File: config.mk
export PLATFORM = sky130hd
export DESIGN_NAME = button_debouncer
export DESIGN_NICKNAME = d
export VERILOG_FILES = /design/src/rtl/button_debouncer_pkg.sv /design/src/rtl/button_debouncer_cell.sv /design/src/rtl/button_debouncer.sv
export SDC_FILE = /design/constraint.sdc
export NUM_CORES = 1
export LEC_CHECK = 0
export BUFFER_PORTS_ARGS = -buffer_cell sky130_fd_sc_hd__buf_2
export CORE_ASPECT_RATIO = 0.9
export CORE_MARGIN = 4
export CORE_UTILIZATION = 52
export DETAILED_ROUTE_END_ITERATION = 8
export PLACE_DENSITY = 0.69
export RECOVER_POWER = 50
export SYNTH_ARGS = -nofsm -noshare
export SYNTH_HDL_FRONTEND = slang
export SYNTH_SLANG_ARGS = --single-unit
File: constraint.sdc
create_clock -name clk -period 5.29 [get_ports clk]
set_input_delay 1.058 -clock clk [delete_from_list [all_inputs] [get_ports clk]]
set_output_delay 1.058 -clock clk [all_outputs]
set_load 0.05 [all_outputs]
File: src/rtl/button_debouncer_pkg.sv
// rtl/button_debouncer_pkg.sv - shared types and constants for the button debouncer
package button_debouncer_pkg;

    typedef enum logic [1:0] {
        RELEASED        = 2'd0,
        PRESS_PENDING   = 2'd1,
        PRESSED         = 2'd2,
        RELEASE_PENDING = 2'd3
    } btn_state_t;

    localparam logic BTN_RELEASED = 1'b1;

    // Counter only needs to reach DEBOUNCE_CYCLES-1; keep at least one bit.
    function automatic int cnt_width(input int debounce_cycles);
        return (debounce_cycles <= 2) ? 1 : $clog2(debounce_cycles);
    endfunction

endpackage

File: src/rtl/button_debouncer_cell.sv
// rtl/button_debouncer_cell.sv - one button: synchroniser, debounce FSM, counter, event pulses
module debounce_cell
    import button_debouncer_pkg::*;
#(
    parameter int DEBOUNCE_CYCLES = 12000
) (
    input  logic clk,
    input  logic rst_n,
    input  logic btn_raw_n,
    output logic btn_clean_n,
    output logic press_pulse,
    output logic release_pulse,
    output logic pending
);

    localparam int CNT_W = cnt_width(DEBOUNCE_CYCLES);
    localparam logic [CNT_W-1:0] CNT_LAST = CNT_W'(DEBOUNCE_CYCLES - 1);

    logic             sync1, sync2;
    btn_state_t       state, state_nxt;
    logic [CNT_W-1:0] cnt, cnt_nxt;
    logic             clean_nxt, press_nxt, release_nxt;

    always_ff @(posedge clk or negedge rst_n) begin
        if (!rst_n) begin
            sync1         <= BTN_RELEASED;
            sync2         <= BTN_RELEASED;
            state         <= RELEASED;
            cnt           <= '0;
            btn_clean_n   <= BTN_RELEASED;
            press_pulse   <= 1'b0;
            release_pulse <= 1'b0;
        end else begin
            sync1         <= btn_raw_n;
            sync2         <= sync1;
            state         <= state_nxt;
            cnt           <= cnt_nxt;
            btn_clean_n   <= clean_nxt;
            press_pulse   <= press_nxt;
            release_pulse <= release_nxt;
        end
    end

    // Pending states count consecutive agreeing samples; any disagreement reverts.
    always_comb begin
        state_nxt   = state;
        cnt_nxt     = cnt;
        clean_nxt   = btn_clean_n;
        press_nxt   = 1'b0;
        release_nxt = 1'b0;
        case (state)
            RELEASED: begin
                if (!sync2) begin
                    state_nxt = PRESS_PENDING;
                    cnt_nxt   = '0;
                end
            end
            PRESS_PENDING: begin
                if (sync2) begin
                    state_nxt = RELEASED;
                    cnt_nxt   = '0;
                end else if (cnt == CNT_LAST) begin
                    state_nxt = PRESSED;
                    cnt_nxt   = '0;
                    clean_nxt = 1'b0;
                    press_nxt = 1'b1;
                end else begin
                    cnt_nxt = cnt + CNT_W'(1);
                end
            end
            PRESSED: begin
                if (sync2) begin
                    state_nxt = RELEASE_PENDING;
                    cnt_nxt   = '0;
                end
            end
            RELEASE_PENDING: begin
                if (!sync2) begin
                    state_nxt = PRESSED;
                    cnt_nxt   = '0;
                end else if (cnt == CNT_LAST) begin
                    state_nxt   = RELEASED;
                    cnt_nxt     = '0;
                    clean_nxt   = 1'b1;
                    release_nxt = 1'b1;
                end else begin
                    cnt_nxt = cnt + CNT_W'(1);
                end
            end
            default: begin
                state_nxt = RELEASED;
                cnt_nxt   = '0;
            end
        endcase
    end

    assign pending = (state == PRESS_PENDING) || (state == RELEASE_PENDING);

endmodule

File: src/rtl/button_debouncer.sv
// rtl/button_debouncer.sv - debounces N_BTN active-low buttons and flags when all are settled
module button_debouncer
    import button_debouncer_pkg::*;
#(
    parameter int N_BTN           = 4,
    parameter int DEBOUNCE_CYCLES = 12000
) (
    input  logic             clk,
    input  logic             rst_n,
    input  logic [N_BTN-1:0] btn_raw_n,
    output logic [N_BTN-1:0] btn_clean_n,
    output logic [N_BTN-1:0] press_pulse,
    output logic [N_BTN-1:0] release_pulse,
    output logic             stable
);

    logic [N_BTN-1:0] pending;

    for (genvar i = 0; i < N_BTN; i++) begin : g_cell
        debounce_cell #(
            .DEBOUNCE_CYCLES(DEBOUNCE_CYCLES)
        ) u_cell (
            .clk          (clk),
            .rst_n        (rst_n),
            .btn_raw_n    (btn_raw_n[i]),
            .btn_clean_n  (btn_clean_n[i]),
            .press_pulse  (press_pulse[i]),
            .release_pulse(release_pulse[i]),
            .pending      (pending[i])
        );
    end

    always_ff @(posedge clk or negedge rst_n) begin
        if (!rst_n) begin
            stable <= 1'b1;
        end else begin
            stable <= ~|pending;
        end
    end

endmodule

---- Word level (Yosys, flattened, before mapping) ----
Index checks and enable logic that the tools add are counted.
storage, ports and cells
  register bits ........................... 85
  input bits .............................. 6
  output and inout bits ................... 13
  word-level logic and storage cells ...... 199
cells by class
  $add $sub $neg .......................... 4
  eq/ne operators ......................... 48
  multiplexer cells ....................... 92
  reductions and logical operators ........ 26
operator list
  operator                                               number
  2-to-1 mux 14 bit                                      20
  case mux 14 bit (4 select lines)                       4
  adder 14 x 1 -> 14 bit, second input constant          4
  == test 14 bit, second input constant                  4
  2-to-1 mux 2 bit                                       24
  2-to-1 mux 1 bit                                       36
  inequality test 2 x 1 -> 1 bit, second input constant  16
  case mux 2 bit (4 select lines)                        4
  AND reduction 5 bit                                    4
  == test 2 bit, second input constant                   8
  inequality test 2 bit, second input constant           8
  AND reduction 4 bit                                    4
  inequality test 3 x 1 -> 1 bit, second input constant  4
  inequality test 3 bit, second input constant           4
  == test 2 x 1 -> 1 bit, second input constant          4
  logical NOT 2 bit                                      4
  case mux 1 bit (2 select lines)                        4
  AND reduction 2 bit                                    4
  nonzero test 2 bit                                     4
  logical OR 1 bit                                       4
  OR reduction 4 bit                                     1
  logical NOT 1 bit                                      1

---- Longest topological paths before layout ----
  depth in word-level cells ............... 4
  mapped depth ............................ 7

---- Cells and area by module ----
From an unflattened synthesis, not the netlist that was laid out.
unflattened totals
  cells, all modules ...................... 449
  area total of the unflattened synthesis .. 4506.8 µm²
by module, submodules not included
  module                                instances  cells an instance  area an instance (µm²)
  debounce_cell (g_cell[0].u_cell ...)  3          111                1098.6
  debounce_cell (g_cell[3].u_cell)      1          114                1172.4
  button_debouncer                      1          2                  38.8

---- Worst setup path after synthesis ----
No wires, ideal clock.
  path kind ............................... register to register
  start point ............................. register g_cell[3].u_cell.cnt[0]
  end point ............................... register g_cell[3].u_cell.cnt[10]
  setup time .............................. 69 ps
  arrival ................................. 1776 ps
  slack ................................... 3445 ps
  cell stages (with the launch flop) ...... 8
  buffers on the path ..................... 1
  clock period less this slack ............ 1845 ps
  path through ............................ dfrtp_1 > ha_1 > nand3_1 > nor4_4 > or2_1 > buf_2 > or4_1 > nand3_1
on the way
  word-level cells in the longest chain between the ends .. 4
  elaborated cells on any way between the ends .. 6
  classes of those cells .................. add/sub (1); eq/ne (1); mux (4)
ends and longest elaborated chain
  element                                                          RTL line                                                  RTL
  start: declaration                                               button_debouncer_cell.sv:21                               logic [CNT_W-1:0] cnt, cnt_nxt;
  start signal: assignment                                         button_debouncer_cell.sv:37                               cnt <= cnt_nxt;
  adder 14 x 1 -> 14 bit / == test 14 bit (equally long branches)  --
  2-to-1 mux 14 bit *                                              button_debouncer_cell.sv:62, button_debouncer_cell.sv:81
  2-to-1 mux 14 bit (on tied branches)                             button_debouncer_cell.sv:78, button_debouncer_cell.sv:59
  case mux 14 bit (4 select lines) *                               button_debouncer_cell.sv:51                               case (state)
Mark *: on every way between the ends. The rest lies on a longest branch, timed or not.
A chain may end at the register's enable or synchronous reset.

---- Final worst setup path ----
  start point ............................. register g_cell[3].u_cell.cnt[8]
  end point ............................... register g_cell[3].u_cell.cnt[12]
The elaborated chain is that of the path after synthesis.

==> flow_metrics.env <==
export IMPL_placementRows=31
export IMPL_dieWidth_um=104.0
export IMPL_drive_above_1_share_pct=12.25
export IMPL_status="complete, but fails checks"
export IMPL_grt_util_met3_pct=3.828
export IMPL_utilization_pct=55.92
export IMPL_power_density_mw_per_mm2=406.4
export IMPL_ys_types=50
export IMPL_yosysSeqAreaShare_pct=49.71
export IMPL_grt_max_degree=86
export IMPL_cts_root_buf="clkbuf_8"
export IMPL_grt_pass1_vias=2974
export IMPL_period_minus_slack_ns=2.496
export IMPL_worst_path_max_fanout=13
export IMPL_via_per_inst=5.856
export IMPL_die_y_um=94.39
export IMPL_initialDrtViolationCount=118
export IMPL_cts_resized=0
export IMPL_area_growth_pct=4.643
export IMPL_ir_drop_mv=0.2988
export IMPL_cts_clk_slew_worst_paths_ns=0.09
export IMPL_startpoint_type="flip-flop"
export IMPL_clk_latency_ns=0.35
export IMPL_grt_setup_unrepaired="no"
export IMPL_routedWlPerCell_um=14.26
export IMPL_nNetsFinal=466
export IMPL_numPortBuffers=18
export IMPL_ys_warn_count=0
export IMPL_syn_inst=451
export IMPL_cts_num_sinks=85
export IMPL_clockBufferDepth=2
export IMPL_core_mm2=0.008068
export IMPL_drc=0
export IMPL_criticalPathCategory="flip-flop to flip-flop"
export IMPL_finalSetupViolCount=0
export IMPL_first_pass_iters=4
export IMPL_diodes=0
export IMPL_grt_ovfl_total=0
export IMPL_antenna_found_initial=0
export IMPL_drv_slew=86
export IMPL_p_total_mw=1.834
export IMPL_fmax_mhz=400.7
export IMPL_numCtsBuffers=9
export IMPL_instances_no_fill=556
export IMPL_syn_nets=465
export IMPL_ys_seq_elements=85
export IMPL_cts_tree="built"
export IMPL_grt_usage_pct=17.24
export IMPL_syn_area_mm2=0.004312
export IMPL_worst_pin_slew_ns=2.012
export IMPL_postRouteAntennaNets=0
export IMPL_placedCellCount=540
export IMPL_grt_busiest_layer="met2"
export IMPL_io_pins=19
export IMPL_die_area_mm2=0.009815
export IMPL_cts_hold_buf=0
export IMPL_max_cap_violations=1
export IMPL_wl_um=7928
export IMPL_gp_congestion=0.8669
export IMPL_vias=3256
export IMPL_hpwl_um=5372
export IMPL_post_cts_setup_buffers=0
export IMPL_endpoint_kind="flip-flop"
export IMPL_p_leak_nw=1.875
export IMPL_gr_usage_met2_pct=27.65
export IMPL_failed_checks="capacitance limit, slew limit"
export IMPL_use_met1_pct=23.82
export IMPL_initial_core_util_pct=53.44
export IMPL_hp_class="flip-flop to flip-flop"
export IMPL_grt_pass1_wl_um=13990
export IMPL_worst_ep_arrival_time_ns=2.74
export IMPL_relSlewSlack_pct=-34.11
export IMPL_timing_setup_tns_ns=0
export IMPL_num_fill_cells=716
export IMPL_syn_avg_cell_area_um2=9.560
export IMPL_fin_skew_ns=0.01026
export IMPL_post_route_period_util_pct=47.18
export IMPL_hold_viol_final=0
export IMPL_worstPathRequired_ns=5.53
export IMPL_htree_levels=3
-- power breakdown --
part | switching [mW] | leakage (nW) | internal, mW
Combinational | 0.337 | 0.652 | 0.177
Sequential | 0.118 | 1.11 | 0.726
Clock | 0.239 | 0.109 | 0.236
Total | 0.694 | 1.87 | 1.14
-- per-layer routing --
layer | wire (um) | share of wire [%]
met1 | 3990 | 50
met2 | 3582 | 45
met3 | 265 | 3.3
met4 | 89 | 1.1
met5 | 0 | 0
-- sequential cells by signal (all words and copies together), names as in the netlist, named ones only --
| register | cells |
|---|---|
| g_cell.u_cell.state | 4 |
| g_cell.u_cell.sync1 | 4 |
| g_cell.u_cell.cnt | 56 |
| g_cell.u_cell.sync2 | 4 |
| g_cell.u_cell.press_pulse | 4 |
| g_cell.u_cell.release_pulse | 4 |
| g_cell.u_cell.btn_clean_n | 4 |
| stable | 1 |
-- path summary, 6_finish.rpt --
check / start / end / slack [ns] / cells past startpoint
max: g_cell[3].u_cell.cnt[8] / g_cell[3].u_cell.cnt[12] / 2.79 / 5
min: g_cell[2].u_cell.sync1 / g_cell[2].u_cell.sync2 / 0.36 / 0
max reg2reg: g_cell[3].u_cell.cnt[8] / g_cell[3].u_cell.cnt[12] / 2.79 / 5
min reg2reg: g_cell[2].u_cell.sync1 / g_cell[2].u_cell.sync2 / 0.36 / 0
max in group asynchronous: rst_n / g_cell[3].u_cell.cnt[10] / 2.83 / 1
min in group asynchronous: rst_n / g_cell[1].u_cell.cnt[10] / 1.26 / 1
-- synthesized netlist by cell type, drive strengths merged --
library cell / count / area (um2)
nand4bb: 1 / 11.26
inv: 15 / 56.30
xnor2: 4 / 61.32
or3: 14 / 87.58
o211ai: 3 / 22.52
and4: 4 / 35.03
nor3: 7 / 35.03
dfrtp: 72 / 1802
or4: 2 / 15.01
o41ai: 1 / 8.760
nor4: 6 / 88.83
or3b: 1 / 8.760
or2: 10 / 62.56
nand2: 45 / 176.4
ha: 8 / 100.1
mux2i: 2 / 20.02
a211oi: 3 / 22.52
nand2b: 2 / 12.51
and2: 3 / 18.77
buf: 21 / 135.1
nand3: 24 / 125.1
a22o: 5 / 43.79
nor2: 29 / 111.4
nand3b: 7 / 52.55
o31a: 1 / 8.760
a21oi: 42 / 210.2
a21o: 3 / 22.52
and3: 10 / 62.56
o21ai: 39 / 195.2
o22a: 2 / 17.52
o2bb2ai: 1 / 8.760
dfstp: 13 / 341.6
nand4b: 4 / 35.03
o31ai: 4 / 30.03
a41oi: 3 / 26.28
clkbuf: 7 / 28.78
nand4: 8 / 50.05
mux2: 1 / 11.26
a31oi: 24 / 150.1
-- logic make-up (layout without fill, tap and decap cells) --
group                    after synthesis  in the layout  synth area share, %
AND/OR/NAND/NOR                      177            177                22.92
AO/OA/AOI/OAI                        131            131                17.79
flip-flops                            85             85                49.71
buffers and inverters                 43             49                5.107
adder cells (fa/ha/maj)                8              8                2.322
XOR/XNOR                               4              4                1.422
multiplexers                           3              3               0.7255
-- metrics by stage --
| step | setup WS [ns] | hold slack, ns | cell area, um2 |
|---|---|---|---|
| 2_1_floorplan | 3.445 | 0.3452 | 4312 |
| 3_3_place_gp | 3.175 | 0.3470 | 4364 |
| 3_5_place_dp | 3.076 | 0.3468 | 4364 |
| 4_1_cts | 3.044 | 0.3606 | 4571 |
| 5_1_grt | 2.368 | 0.3645 | 4512 |
| 6_report | 2.794 | 0.3590 | 4512 |
-- cell type report --
type	count	area, um2	share of cell area (%)
Clock buffer	10	137.6	3.050
Multi-Input combinational cell	323	1893	41.96
Timing Repair Buffer	18	88.84	1.969
Clock inverter	6	68.82	1.525
Tap cell	99	123.9	2.745
Inverter	15	56.30	1.248
Sequential cell	85	2143	47.50
-- cells in the final DEF (no fill, tap or decap), types with 3 or more instances in the layout --
cell type	n
and4_1	4
nand4_1	8
nand3b_1	7
a22o_1	5
a41oi_1	3
nor3_1	7
and3_1	10
dfrtp_1	72
buf_2	16
nand2_1	44
nand4b_1	4
a31oi_1	24
or3_1	14
inv_1	15
o211ai_1	3
clkbuf_8	10
xnor2_1	3
dfstp_2	10
nor2_1	28
and2_1	3
nand3_1	23
dfstp_1	3
o21ai_0	39
a211oi_1	3
a21oi_1	42
o31ai_1	4
a21o_1	3
nor4_1	5
ha_1	8
or2_2	7
-- worst max-delay path: stages, from the launching register on --
cell and delay, ns:
dfrtp_1 0.44, or3b_1 0.39, nor4_1 0.71, nor2_1 0.41, and3_1 0.25, o22a_1 0.19
No activity file was read; power rests on OpenSTA's default activity.
